<file path="src/rtl/divmod_rr_sched.sv">
`default_nettype none
// +----------------------------------------------------------------------------+
// | Module  : divmod_rr_sched                                                  |
// | Brief   : Round-robin issue of NUM_REQ requesters into one shared,         |
// |           fixed-latency divide/modulo pipeline; tagged, in-order replies.  |
// |           Define DIVMOD_RR_SCHED_STATS_EN to add the stat_* counters.      |
// | Revision: 1.0  initial release                                             |
// +----------------------------------------------------------------------------+
module divmod_rr_sched #(
  parameter int WIDTH   = 32,
  parameter int LATENCY = 4,
  parameter int NUM_REQ = 4,
  localparam int IDW    = (NUM_REQ > 1) ? $clog2(NUM_REQ) : 1
) (
  input  logic                     clock,
  input  logic                     reset,
  input  logic [NUM_REQ-1:0]       req_valid,
  output logic [NUM_REQ-1:0]       req_ready,
  input  logic [NUM_REQ*WIDTH-1:0] req_in1,
  input  logic [NUM_REQ*WIDTH-1:0] req_in2,
  output logic [WIDTH-1:0]         dm_in1,
  output logic [WIDTH-1:0]         dm_in2,
  input  logic [WIDTH-1:0]         dm_div,
  input  logic [WIDTH-1:0]         dm_mod,
  output logic                     rsp_valid,
  output logic [IDW-1:0]           rsp_id,
  output logic [WIDTH-1:0]         rsp_div,
  output logic [WIDTH-1:0]         rsp_mod,
  output logic                     rsp_dz
`ifdef DIVMOD_RR_SCHED_STATS_EN
  ,
  output logic [31:0]              stat_ops,
  output logic [31:0]              stat_dz,
  output logic [31:0]              stat_conflict
`endif
);

  localparam logic [IDW:0] c_nreq = (IDW+1)'(NUM_REQ);

  logic [IDW-1:0]   r_ptr;
  logic [NUM_REQ-1:0] w_rot;
  logic             w_found;
  logic [IDW-1:0]   w_off;
  logic [IDW:0]     w_sum;
  logic [IDW-1:0]   w_gid;
  logic             w_xfer;
  logic             w_dz;
  logic [WIDTH-1:0] w_g_in1;
  logic [WIDTH-1:0] w_g_in2;

  logic             r_tv   [LATENCY];
  logic [IDW-1:0]   r_tid  [LATENCY];
  logic             r_tdz  [LATENCY];
  logic [WIDTH-1:0] r_tin1 [LATENCY];

  // Rotate so the pointer lands on bit 0; the lowest set bit is then the winner.
  assign w_rot = NUM_REQ'({req_valid, req_valid} >> r_ptr);

  always_comb begin
    w_found = 1'b0;
    w_off   = '0;
    for (int k = NUM_REQ - 1; k >= 0; k--) begin
      if (w_rot[k]) begin
        w_found = 1'b1;
        w_off   = IDW'(k);
      end
    end
  end

  assign w_sum  = {1'b0, r_ptr} + {1'b0, w_off};
  assign w_gid  = (w_sum >= c_nreq) ? IDW'(w_sum - c_nreq) : IDW'(w_sum);
  assign w_xfer = w_found && !reset;

  always_comb begin
    req_ready = '0;
    if (w_xfer) req_ready = NUM_REQ'(1) << w_gid;
  end

  always_comb begin
    w_g_in1 = '0;
    w_g_in2 = '0;
    for (int i = 0; i < NUM_REQ; i++) begin
      if (w_gid == IDW'(i)) begin
        w_g_in1 = req_in1[i*WIDTH +: WIDTH];
        w_g_in2 = req_in2[i*WIDTH +: WIDTH];
      end
    end
  end

  assign w_dz = (w_g_in2 == '0);

  // The divider is never fed X or zero: idle cycles and zero divisors present 1.
  assign dm_in1 = w_xfer ? w_g_in1 : '0;
  assign dm_in2 = (w_xfer && !w_dz) ? w_g_in2 : WIDTH'(1);

  always_ff @(posedge clock) begin
    if (reset) begin
      r_ptr <= '0;
    end else if (w_xfer) begin
      r_ptr <= (w_gid == IDW'(NUM_REQ - 1)) ? '0 : w_gid + IDW'(1);
    end
  end

  always_ff @(posedge clock) begin
    r_tv[0]   <= reset ? 1'b0 : w_xfer;
    r_tid[0]  <= w_gid;
    r_tdz[0]  <= w_dz;
    r_tin1[0] <= w_g_in1;
    for (int k = 1; k < LATENCY; k++) begin
      r_tv[k]   <= reset ? 1'b0 : r_tv[k-1];
      r_tid[k]  <= r_tid[k-1];
      r_tdz[k]  <= r_tdz[k-1];
      r_tin1[k] <= r_tin1[k-1];
    end
  end

  always_ff @(posedge clock) begin
    if (reset) begin
      rsp_valid <= 1'b0;
      rsp_id    <= '0;
      rsp_div   <= '0;
      rsp_mod   <= '0;
      rsp_dz    <= 1'b0;
    end else begin
      rsp_valid <= r_tv[LATENCY-1];
      rsp_dz    <= r_tv[LATENCY-1] && r_tdz[LATENCY-1];
      if (r_tv[LATENCY-1]) begin
        rsp_id <= r_tid[LATENCY-1];
        if (r_tdz[LATENCY-1]) begin
          rsp_div <= '1;
          rsp_mod <= r_tin1[LATENCY-1];
        end else begin
          rsp_div <= dm_div;
          rsp_mod <= dm_mod;
        end
      end
    end
  end

`ifdef DIVMOD_RR_SCHED_STATS_EN
  logic w_multi;
  assign w_multi = |(req_valid & (req_valid - NUM_REQ'(1)));

  always_ff @(posedge clock) begin
    if (reset) begin
      stat_ops      <= '0;
      stat_dz       <= '0;
      stat_conflict <= '0;
    end else begin
      if (w_xfer && stat_ops != '1)         stat_ops      <= stat_ops + 32'd1;
      if (w_xfer && w_dz && stat_dz != '1)  stat_dz       <= stat_dz + 32'd1;
      if (w_multi && stat_conflict != '1)   stat_conflict <= stat_conflict + 32'd1;
    end
  end
`endif

endmodule
`default_nettype wire

</file>
<file path="config.mk">
export PLATFORM = sky130hd
export DESIGN_NAME = divmod_rr_sched
export DESIGN_NICKNAME = d
export VERILOG_FILES = /design/src/rtl/divmod_rr_sched.sv
export SDC_FILE = /design/constraint.sdc
export NUM_CORES = 1
export LEC_CHECK = 0
export CAP_MARGIN = 15
export CORE_AREA = 4 4 175 177
export CTS_CLUSTER_SIZE = 10
export DETAILED_ROUTE_END_ITERATION = 10
export DIE_AREA = 0 0 179 181
export SYNTH_ARGS = -nofsm -noshare
export SYNTH_HDL_FRONTEND = slang
export SYNTH_SLANG_ARGS = --single-unit
export TNS_END_PERCENT = 30
</file>
<file path="constraint.sdc">
create_clock -name clock -period 4.29 [get_ports clock]
set_input_delay 0.858 -clock clock [delete_from_list [all_inputs] [get_ports clock]]
set_output_delay 0.858 -clock clock [all_outputs]
set_load 0.005 [all_outputs]
</file>
==> flow_metrics.tcl, run 1 <==
set metrics [dict create \
    grt_pass1_wl_um 52900 \
    p_leak_nw 6.24 \
    via_count 8630 \
    relSlewSlack_pct 33.1 \
    finClkSkew_ps 8.50 \
    rsz0062_at_grt "true" \
    antenna_found_initial 12 \
    synth.distinct_cells 38 \
    root_buffer "clkbuf_16" \
    vdd_ir_drop_max_mv 0.607 \
    gr-total-overflow 0 \
    powerDensity_nw_per_um2 955 \
    clockBufferDepth 3 \
    critPathLaunchType "input pin" \
    post-route-period-util_pct 112 \
    max_freq_ghz 0.208 \
    total_power_w 0.0151 \
    critPathRequiredTime_ps 3430 \
    fp.dieArea_um2 32400 \
    io_buffer_count 461 \
    wirelength_um 36400 \
    synth_edf_count 0 \
    finalHoldViolCount 0 \
    dp_hpwl_um 27600 \
    die_h_um 181 \
    drv_cap 0 \
    drv_slew 0 \
    start_util_pct 26.4 \
    dr.pass1.iters 5 \
    core.rowCount 63 \
    synth_top_flop_cell "dfxtp_1" \
    cp.arrival_ps 3960 \
    fillers 2628 \
    grt_use_total_pct 21.1 \
    syn_avg_cell_area_um2 9.52 \
    post_drt_wl_per_cell_um 19.8 \
    final_cell_count_no_fill 1836 \
    via_per_inst 4.70 \
    clkTransAtPathRegs_ps 50 \
    boundaryPins 462 \
    synth_cells 812 \
    worstSkewPairLatency_ps 490 \
    end_kind "primary output" \
    ys_seq_area_share_pct 55.4 \
    chipWidth_um 179 \
    setup_slack_ps -528 \
    htree_levels 1 \
    core_area_um2 29200 \
    drtIter0Drc 386 \
    yosys_warnings 0 \
    fin_crit_ps 4820 \
    violations "setup timing" \
    syn2layout_area_growth_pct 105 \
    cts_buffers 26 \
    setup_violations 49 \
    syn-num-nets 1143 \
    synth_seq_cells 214 \
    globalplace.congestion 0.913 \
    grt_max_degree 100 \
    cts_tree "done" \
    timing.setup.tns_ps -10730 \
    grt_pass1_vias 8954 \
    hold_path_class "reg -> reg" \
    drtAntennaViolNets 0 \
    outcome "finished with violations" \
    pre_cts_slack_ps -1490 \
    cp_max_fo 6 \
    clock_sinks 214 \
    async_flop_share_pct 0 \
    nNetsFinal 1759 \
    drc 0 \
    dp.cells 1712 \
    layout-drive-gt1-share_pct 27.6 \
    tightest_slew_ps 1000 \
    critPathKind "in -> out" \
    utilization_pct 54.2 \
    syn_area_um2 7730 \
]
layout by cell type (no fill, tap or decap), types with 5 or more instances in the layout:
master	instances
a211oi_1	32
a21oi_1	28
a21oi_2	8
a221oi_2	18
a221oi_4	13
a22oi_1	21
a22oi_2	10
and2_1	32
buf_12	8
buf_2	20
buf_4	160
buf_6	31
buf_8	7
clkbuf_16	27
clkbuf_2	5
clkdlybuf4s15_2	9
clkdlybuf4s50_1	401
dfxtp_1	212
diode_2	11
dlygate4sd2_1	12
mux2i_1	35
nand2_1	34
nor2_1	98
nor2_2	6
nor3_1	20
nor3_2	11
o21ai_1	22
o21ai_2	12
o22ai_1	66
o22ai_2	14
synth_stat cells, drive strengths merged (2+ instances only):
| cell type | count | share of area [%] |
|---|---|---|
| inv | 4 | 0.19 |
| nor3 | 34 | 2.2 |
| dfxtp | 214 | 55 |
| nor4 | 5 | 0.49 |
| o22ai | 80 | 6.5 |
| a22oi | 31 | 3.0 |
| a21oi | 36 | 2.3 |
| nor2 | 104 | 5.0 |
| buf | 29 | 1.7 |
| nand2 | 34 | 1.7 |
| nor2b | 5 | 0.40 |
| clkbuf | 44 | 2.1 |
| nand2b | 2 | 0.16 |
| a211oi | 32 | 3.1 |
| and2 | 36 | 2.9 |
| o21ai | 34 | 2.2 |
| mux2i | 35 | 4.5 |
| ha | 5 | 0.81 |
| or2 | 2 | 0.16 |
| a221oi | 32 | 3.6 |
flip-flops by register name, summed over array words and instances (netlist names):
name,cells
rsp_valid,1
rsp_dz,1
r_tv,4
rsp_mod,32
r_ptr,2
r_tdz,4
r_tid,8
rsp_id,2
rsp_div,32
r_tin1,128
layer usage:
layer  GRT usage, %  wire, um  vias up
met5              0        27        -
met4           9.89      1560        4
met3           4.77      2460       73
met2           36.4     18400      342
met1           24.6     13900     4021
li1               -         -     4190
path summary, 6_finish.rpt:
path,startpoint,to,slack (ps),cells after the start
worst max-delay path,req_valid[3],dm_in2[0],-530,17
worst min-delay path,r_tin1[1][27],r_tin1[2][27],320,0
worst max register to register,r_ptr[0],r_tin1[0][15],-60,30
worst min register to register,r_tin1[1][27],r_tin1[2][27],320,0
per-stage QoR:
step,hold slack [ps],area (um2)
floorplan,310,7930
global placement,310,13700
detailed placement,312,13700
CTS,320,15400
global route,329,15900
finish,320,15900
power by group:
group / total [W] / internal [W] / switching (W)
registers: 0.00279 / 0.00263 / 0.000160
logic: 0.0104 / 0.00576 / 0.00465
clock network: 0.00194 / 0.00121 / 0.000727
total: 0.0151 / 0.00961 / 0.00554
final cells by class:
type                       instances  area [um2]  area share, %
sequential                       214        4290           27.0
clock inverter                     2        37.5          0.237
antenna                           11        27.5          0.174
inverter                           4        15.0         0.0947
timing repair buffer             661        6320           39.9
clock buffer                      33         718           4.53
tap                              390         488           3.08
multi-input combinational        521        3960           25.0
critical path: stages:
cell,delay (ps)
buf_8,90
nor2_2,40
or4_4,510
o2111ai_4,90
ha_4,180
buf_6,110
xnor2_4,70
ha_2,220
or2_4,280
buf_12,150
buf_16,130
a221oi_4,210
o22ai_1,160
nor4_4,340
and4_4,290
or3_4,130
buf_6,90
what timing repair did:
action                     4_1_cts  5_1_grt
setup endpoints to repair       68       65
resized for setup              250      112
pin swaps                       50       52
setup buffers                   58       20
hold buffers                     0        0
gates cloned                     5        0
kinds of logic after synthesis:
group | Yosys count | synth area share (%)
AO/OA/AOI/OAI | 250 | 21.2
XOR/XNOR | 2 | 0.227
adder cells (fa/ha/maj) | 6 | 0.938
buffers and inverters | 77 | 4.06
flip-flops | 214 | 55.4
multiplexers | 35 | 4.53
AND/OR/NAND/NOR | 228 | 13.6
No activity file was read; power rests on OpenSTA's default activity.
==> inputs of run 2 (changes only) <==
Settings changed: CAP_MARGIN 15 to unset, SLEW_MARGIN set to 20.
==> flow_metrics.tcl, run 2 (synthesis gave the netlist of run 1 again) <==
set metrics [dict create \
    reg_top3 "r_tin1 x128, rsp_div x32, rsp_mod x32" \
    violations "setup timing" \
    setup_violations 44 \
    p_switching_w 0.00543 \
    antenna_found_initial 11 \
    via_count 8541 \
    utilization_pct 53.8 \
    end_kind "primary output" \
    grt_pass1_wl_um 52300 \
    p_leak_nw 6.20 \
    chipWidth_um 179 \
    layout-drive-gt1-share_pct 29.0 \
    htree_levels 1 \
    pwr-share-comb_pct 69.1 \
    drv_cap 0 \
    largest_register_ffs 128 \
    cts_buffers 25 \
    powerDensity_nw_per_um2 929 \
    p_clk_share_pct 11.9 \
    grt_max_degree 100 \
    clkTransAtPathRegs_ps 50 \
    post-route-period-util_pct 114 \
    vdd_ir_drop_max_mv 0.705 \
    finalHoldViolCount 0 \
    die_h_um 181 \
    syn2layout_area_growth_pct 104 \
    fillers 2570 \
    nNetsFinal 1747 \
    hold_path_class "reg -> reg" \
    tightest_slew_ps 1020 \
    core_area_um2 29200 \
    final_common_cell "clkdlybuf4s50_1" \
    fp.dieArea_um2 32400 \
    drtAntennaViolNets 0 \
    total_power_w 0.0146 \
    cp_max_fo 8 \
    start_util_pct 26.4 \
    relSlewSlack_pct 32.2 \
    critPathKind "in -> out" \
    gr-total-overflow 0 \
    finClkSkew_ps 8.90 \
    max_freq_ghz 0.204 \
    fin_crit_ps 4900 \
    drc 0 \
    pre_cts_slack_ps -1490 \
    p_int_w 0.00920 \
    via_per_inst 4.70 \
    post_drt_wl_per_cell_um 19.9 \
    cp.arrival_ps 4040 \
    root_buffer "clkbuf_16" \
    io_buffer_count 461 \
    critPathLaunchType "input pin" \
    dr.pass1.iters 4 \
    setup_slack_ps -609 \
    seq_power_share_pct 19.1 \
    worstSkewPairLatency_ps 480 \
    drtIter0Drc 335 \
    final_cell_mix "clkdlybuf4s50_1, dfxtp_1, buf_4, nor2_1, o22ai_1" \
    core.rowCount 63 \
    clockBufferDepth 3 \
    wirelength_um 36100 \
    dp_hpwl_um 27500 \
    boundaryPins 462 \
    dp.cells 1711 \
    clock_sinks 214 \
    cts_tree "done" \
    switching_share_pct 37.1 \
    drv_slew 0 \
    critPathRequiredTime_ps 3430 \
    grt_pass1_vias 8913 \
    outcome "finished with violations" \
    globalplace.congestion 0.913 \
    top_register "r_tin1" \
    rsz0062_at_grt "true" \
    grt_use_total_pct 20.8 \
    final_cell_count_no_fill 1817 \
]
==> run 2: timing repair <==
item / in CTS / in global routing
pin swaps: 58 / 66
setup endpoints to repair: 68 / 64
resized for setup: 264 / 131
setup buffers: 41 / 23
gates cloned: 4 / 1
endpoints found under the hold margin: 0 / 0
hold buffers: 0 / 0
==> run 2: per-stage QoR <==
stage	TNS, ps	cell area [um2]	hold WS [ps]
2_1_floorplan	-205	7930	310
3_3_place_gp	-64950	13700	310
3_5_place_dp	-66870	13700	312
4_1_cts	-15250	15100	321
5_1_grt	-15620	15700	325
6_report	-10450	15700	319
==> run 2: layout make-up <==
type	count	area (um2)	area share [%]
antenna	9	22.5	0.143
tap	390	488	3.10
timing repair buffer	650	6200	39.4
inverter	4	15.0	0.0954
multi-input combinational	521	4080	25.9
clock buffer	28	647	4.11
sequential	214	4290	27.2
clock inverter	1	5.00	0.0318
==> run 2: path summary, 6_finish.rpt <==
path	end	start	cells past startpoint	slack, ps
min	r_tin1[3][19]	r_tin1[2][19]	0	320
min reg2reg	r_tin1[3][19]	r_tin1[2][19]	0	320
max	dm_in2[0]	req_valid[2]	17	-610
max reg2reg	r_tdz[0]	r_ptr[0]	15	840
==> run 2: layer usage <==
| metal | part of all wire (%) | track usage (%) | up-vias |
|---|---|---|---|
| met3 | 6.4 | 4.69 | 70 |
| met1 | 39 | 24.3 | 3959 |
| li1 | - | - | 4166 |
| met4 | 4.1 | 9.24 | 4 |
| met2 | 51 | 36.3 | 342 |
| met5 | 0.078 | 0 | - |
==> run 2: critical path: stages <==
cell and delay, ps:
buf_8 100, or4_4 520, o2111ai_4 140, ha_4 200
buf_6 110, xor2_4 190, ha_4 190, nor2b_4 40
buf_4 140, buf_12 140, a221oi_1 350, o22ai_1 160
nor4_2 260, buf_4 170, and4_4 230, or3_4 130
buf_6 90
==> run 2: power groups by stage <==
stage	logic, W	registers (W)	clock network (W)
after floorplan	0.00323	0.00277	0
after global placement	0.00728	0.00282	0
after detailed placement	0.00730	0.00284	0
after CTS	0.00902	0.00280	0.00180
after global routing	0.0108	0.00286	0.00188
final	0.0101	0.00279	0.00173
